--- src/rtl/multicycle_ctrl.sv ---
// Multi-cycle sequencer for addi/add/bne. Instructions take 4 cycles (ALU ops) or 3 cycles (bne), plus any fetch wait cycles. Fetch stalls while instr_valid is low.
// Define MULTICYCLE_CTRL_PERF_EN to build the retired-instruction counter; otherwise retired is tied to 0.
module multicycle_ctrl #(
   parameter int WIDTH = 32
) (
   input  logic             clk,
   input  logic             rst,
   output logic             instr_req,
   input  logic             instr_valid,
   input  logic [WIDTH-1:0] instr,
   input  logic             EQ,
   output logic [WIDTH-1:0] ir,
   output logic             RegWrite,
   output logic             ALUsrc,
   output logic [2:0]       ALUctrl,
   output logic             ImmSrc,
   output logic             pc_en,
   output logic             PCsrc,
   output logic             trap,
   output logic [WIDTH-1:0] retired
);

   typedef enum logic [2:0] {
      S_FETCH  = 3'd0,
      S_DECODE = 3'd1,
      S_EXEC   = 3'd2,
      S_WB     = 3'd3,
      S_BR     = 3'd4,
      S_TRAP   = 3'd5
   } state_t;

   localparam logic [6:0] OP_IMM    = 7'b0010011;
   localparam logic [6:0] OP_REG    = 7'b0110011;
   localparam logic [6:0] OP_BRANCH = 7'b1100011;

   state_t           state_q, state_d;
   logic [WIDTH-1:0] ir_q, ir_d;
   logic             is_addi, is_add, is_bne, rd_nz;

   assign is_addi = (ir_q[6:0] == OP_IMM) && (ir_q[14:12] == 3'b000);
   assign is_add  = (ir_q[6:0] == OP_REG) && (ir_q[14:12] == 3'b000) && (ir_q[31:25] == 7'b0000000);
   assign is_bne  = (ir_q[6:0] == OP_BRANCH) && (ir_q[14:12] == 3'b001);
   assign rd_nz   = (ir_q[11:7] != 5'd0);

   always_comb begin
      state_d = state_q;
      ir_d    = ir_q;
      case (state_q)
         S_FETCH: begin
            if (instr_valid) begin
               ir_d    = instr;
               state_d = S_DECODE;
            end
         end
         S_DECODE: begin
            if (is_addi || is_add) state_d = S_EXEC;
            else if (is_bne)       state_d = S_BR;
            else                   state_d = S_TRAP;
         end
         S_EXEC:       state_d = S_WB;
         S_WB, S_BR:   state_d = S_FETCH;
         S_TRAP:       state_d = S_TRAP;
         default:      state_d = S_TRAP;
      endcase
   end

   always_ff @(posedge clk) begin
      if (rst) begin
         state_q <= S_FETCH;
         ir_q    <= '0;
      end else begin
         state_q <= state_d;
         ir_q    <= ir_d;
      end
   end

   // Moore decode of state and IR; only PCsrc looks at an input (EQ) directly.
   always_comb begin
      instr_req = 1'b0;
      RegWrite  = 1'b0;
      ALUsrc    = 1'b0;
      ALUctrl   = 3'b000;
      ImmSrc    = 1'b0;
      pc_en     = 1'b0;
      PCsrc     = 1'b0;
      trap      = 1'b0;
      case (state_q)
         S_FETCH: instr_req = 1'b1;
         S_EXEC:  ALUsrc    = is_addi;
         S_WB: begin
            ALUsrc   = is_addi;
            RegWrite = rd_nz;
            pc_en    = 1'b1;
         end
         S_BR: begin
            ALUctrl = 3'b001;
            ImmSrc  = 1'b1;
            pc_en   = 1'b1;
            PCsrc   = ~EQ;
         end
         S_TRAP:  trap = 1'b1;
         default: ;
      endcase
   end

   assign ir = ir_q;

`ifdef MULTICYCLE_CTRL_PERF_EN
   logic [WIDTH-1:0] retired_q, retired_d;

   assign retired_d = ((state_q == S_WB) || (state_q == S_BR)) ? retired_q + 1'b1 : retired_q;

   always_ff @(posedge clk) begin
      if (rst) retired_q <= '0;
      else     retired_q <= retired_d;
   end

   assign retired = retired_q;
`else
   assign retired = '0;
`endif

endmodule
--- config.mk ---
export PLATFORM = sky130hd
export DESIGN_NAME = multicycle_ctrl
export DESIGN_NICKNAME = d
export VERILOG_FILES = /design/src/rtl/multicycle_ctrl.sv
export SDC_FILE = /design/constraint.sdc
export NUM_CORES = 1
export LEC_CHECK = 0
export BUFFER_PORTS_ARGS = -buffer_cell sky130_fd_sc_hd__buf_4
export CAP_MARGIN = 30
export CORE_MARGIN = 1.5
export CORE_UTILIZATION = 40
export CTS_CLUSTER_SIZE = 20
export DETAILED_ROUTE_END_ITERATION = 7
export PLACE_DENSITY_LB_ADDON = 0.2
export SKIP_LAST_GASP = 1
export SYNTH_ARGS = -nofsm -noshare
export SYNTH_HDL_FRONTEND = slang
export SYNTH_SLANG_ARGS = --single-unit
--- constraint.sdc ---
create_clock -name clk -period 2.79 [get_ports clk]
set_input_delay 0.279 -clock clk [delete_from_list [all_inputs] [get_ports clk]]
set_output_delay 0.279 -clock clk [all_outputs]
set_load 0.005 [all_outputs]
==> results by group <==
Run status
  • Run status: completed

Synth
  • Area contributors post-synth: dfxtp_1, buf_4, nand2_1
  • Gate Count Post-Synth: around 220
  • Syn Area/Cell: roughly 7.6 sq um
  • Synth Area in Adders: 0%
  • Ys Warns: 0
  • Largest area contributor in the netlist: dfxtp_1
  • Number of flops mapped to enable cells by yosys: 0
  • Compound-Gate Fraction of Synth Area: between 10% and 20%
  • Xor/xnor share of the synthesized area: 0%
  • Synthesized area: between 1500 and 2000 sq um
  • Simple-gate share of the synthesized area: around 25%
  • Netlist cell types: 24
  • Post-synth top flop: dfxtp_1
  • Synth top area share: 42.4%
  • Mux cell area share after synthesis: 0%
  • Post-synthesis register bit count: 35
  • Main combinational cell family by area after synthesis: simple AND/OR/NAND/NOR gates
  • Ys async rst share: 0%
  • Sequential area share after synthesis: 42.4%

Finish
  • Commonest non-fill, non-tap cell in the layout: buf_4
  • Final std cells w/o fill: approximately 340
  • Reg area: 701 sq um
  • Share of layout cells above drive strength 1: between 30% and 40%
  • Area Overhead vs Synth: 32.6%
  • Most frequent cells in the layout: buf_4, nand2_1, dfxtp_1, a21oi_1, conb_1
  • Nets: roughly 320
  • Antenna Diode Count: 0
  • Multi-input gate area: 741 sq um
  • Core Util, Final: about 55%
  • Fillers: just over 400

Drt
  • Antenna Violating Nets Remaining: 0
  • DRT Pass-1 Iters: 4
  • DR iter-0 viols: between 80 and 90
  • Routed wire length: 3680 um
  • DR DRC count: 0
  • Vias: between 1500 and 2000
  • Vias per cell: 4.43
  • Drt wl/cell: approximately 11 um

Floorplanning
  • Ports: 110
  • Die extent in y: 67.3 um
  • Cell Rows: 23
  • Core area: 3970 sq um
  • Die X: between 60 and 70 um
  • Die Area: around 4500 sq um
  • Initial Util: around two fifths

GRT
  • Number of global-route vias before repair: 1313
  • GRT overflow: 0
  • Global routing met3 resource utilization: ~6.3%
  • Initial antenna violation count: 0
  • Routing usage on met2: between 20% and 30%
  • Total GRT Usage: between 15 and 20%
  • Largest net degree at the start of global routing: 36
  • First-pass GRT wire length: between 5000 and 6000 um
  • GR Layer Usage met1: 21.4%
  • Most used routing layer: met2

STA
  • Final period util: 61.5%
  • Achievable clock frequency: around 0.58 GHz
  • Final setup skew: between 0.004 and 0.005 ns
  • Slew Viols, Final: 0
  • Final Critical Period: roughly 1.7 ns
  • Final setup fails: 0
  • RSZ-0062 raised after global routing: no
  • Final TNS setup: 0 ns
  • Final Hold Viols: 0

Pwr
  • Clk pwr share: 34.7%
  • Switch share: 25.3%
  • Leak: approximately 1.0 nW
  • Sw Pwr: between 0.2 and 0.3 mW
  • Peak supply drop: 0.268 mV
  • Power Density: roughly 520 nW/um^2
  • Seq pwr share: about 49%
  • Comb pwr share: about 17%
  • Int Pwr: roughly 0.86 mW

Clock network
  • CTS Hold Bufs: 0
  • Worst-skew pair later-pin latency: ~0.28 ns
  • Post-CTS setup buffers: 0
  • Clock Root Buffer: clkbuf_8
  • Clk buf depth: 2
  • CTS resizes: 0
  • Clock Sinks: 35
  • CTS tree: done
  • CTS HTree Levels: 2
  • Register clock-pin slew on the reported worst setup and hold paths: about 0.070 ns
  • Inserted Clock Buffers: 5

Critical path
  • R2r startpoint: ir[27]
  • WS Path Type: register to output pin
  • CP bufs+invs: 1
  • CP max FO: 5
  • CP startpoint: ir[13]
  • Cell depth of the worst flop-to-flop path: 4
  • Worst reg2reg endpoint: state_q[1]
  • WP depth: 4
  • Crit path cell chain: nor2_1 > nand4_2 > nor4_1 > buf_4
  • Critical path arrival: approximately 1.4 ns
  • CP max stage delay: 0.37 ns
  • Critical path's top delay family: simple AND/OR/NAND/NOR gates
  • Endpoint class of the critical path: output pin
  • CP required: about 2.5 ns
  • Setup slack, reg-to-reg: 1.28 ns
  • Startpoint types: register
  • Slowest-stage cell, CP: nor4_1
  • Crit path capture: ALUsrc

Hold path
  • HP Class: primary input to register
  • Hold Path Cell Cnt: 3

Place
  • I/O Buffers: 75
  • Cell count after placement: approximately 330
  • Placed wire-length estimate: around 2700 um
  • GPL Wtd Cong: slightly above 0.7

Job
  • Max-Cap Viols: 0
-- cell usage after synthesis (all sizes together), types with 2 or more instances --
library cell and instances:
nand2 70, buf 40, dfxtp 35, a21oi 34
nor2 8, clkbuf 7, nor3 4, nor2b 3
nor4 3, inv 2, nand2b 2, nand4 2
-- layout make-up --
class	count	share of cell area [%]
clock buffer	8	4.57
inverter	2	0.343
multi-input combinational	167	33.8
sequential	35	32.0
tap	50	2.86
timing repair buffer	77	26.4
-- worst min-delay path by stage --
stage / from / end / slack [ns]
after floorplan: instr[15] / ir[15] / 0.41
after CTS: instr[0] / ir[0] / 0.23
final: instr[9] / ir[9] / 0.24
after detailed placement: ir[17] / ir[17] / 0.45
after global routing: instr[8] / ir[8] / 0.24
after global placement: ir[23] / ir[23] / 0.44
-- power by group through the flow --
stage	logic, mW	clock network, mW	registers (mW)
floorplan	0.127	0	0.565
global placement	0.194	0	0.566
detailed placement	0.195	0	0.567
CTS	0.195	0.409	0.555
global route	0.221	0.427	0.560
finish	0.193	0.398	0.555
-- registers in the layout, summed over array words and instances, names as in the netlist --
signal / cells
ir: 32
state_q: 3
-- cells by family (layout without fill, tap and decap cells) --
logic type	count (synthesis)	count (layout)
simple gates	95	95
buf+inv	49	87
compound gates	38	38
flops	35	35
other cells	1	34
-- stage by stage --
stage               power (mW)  hold WS, ns  worst slack [ns]  area (sq um)
finish                    1.15        0.239              1.07          2190
global route              1.21        0.238             0.983          2190
CTS                       1.16        0.232              1.07          2190
detailed placement       0.762        0.448              1.28          2090
global placement         0.760        0.443              1.32          2090
floorplan                0.693        0.415              1.41          1780
-- worst reg2reg max path, delay by kind of cell (launching register included) --
kind	cells	cell delay, ns
flip-flops	1	0.32
AND/OR/NAND/NOR	2	0.74
AO/OA/AOI/OAI	2	0.37
-- per-layer routing --
metal / vias to the layer above / wire length [um]
met2: 63 / 1640
met3: 5 / 368
li1: 774 / -
met1: 661 / 1610
met4: 0 / 53
met5: - / 0
Note: power is estimated with default switching activity, not from simulation.
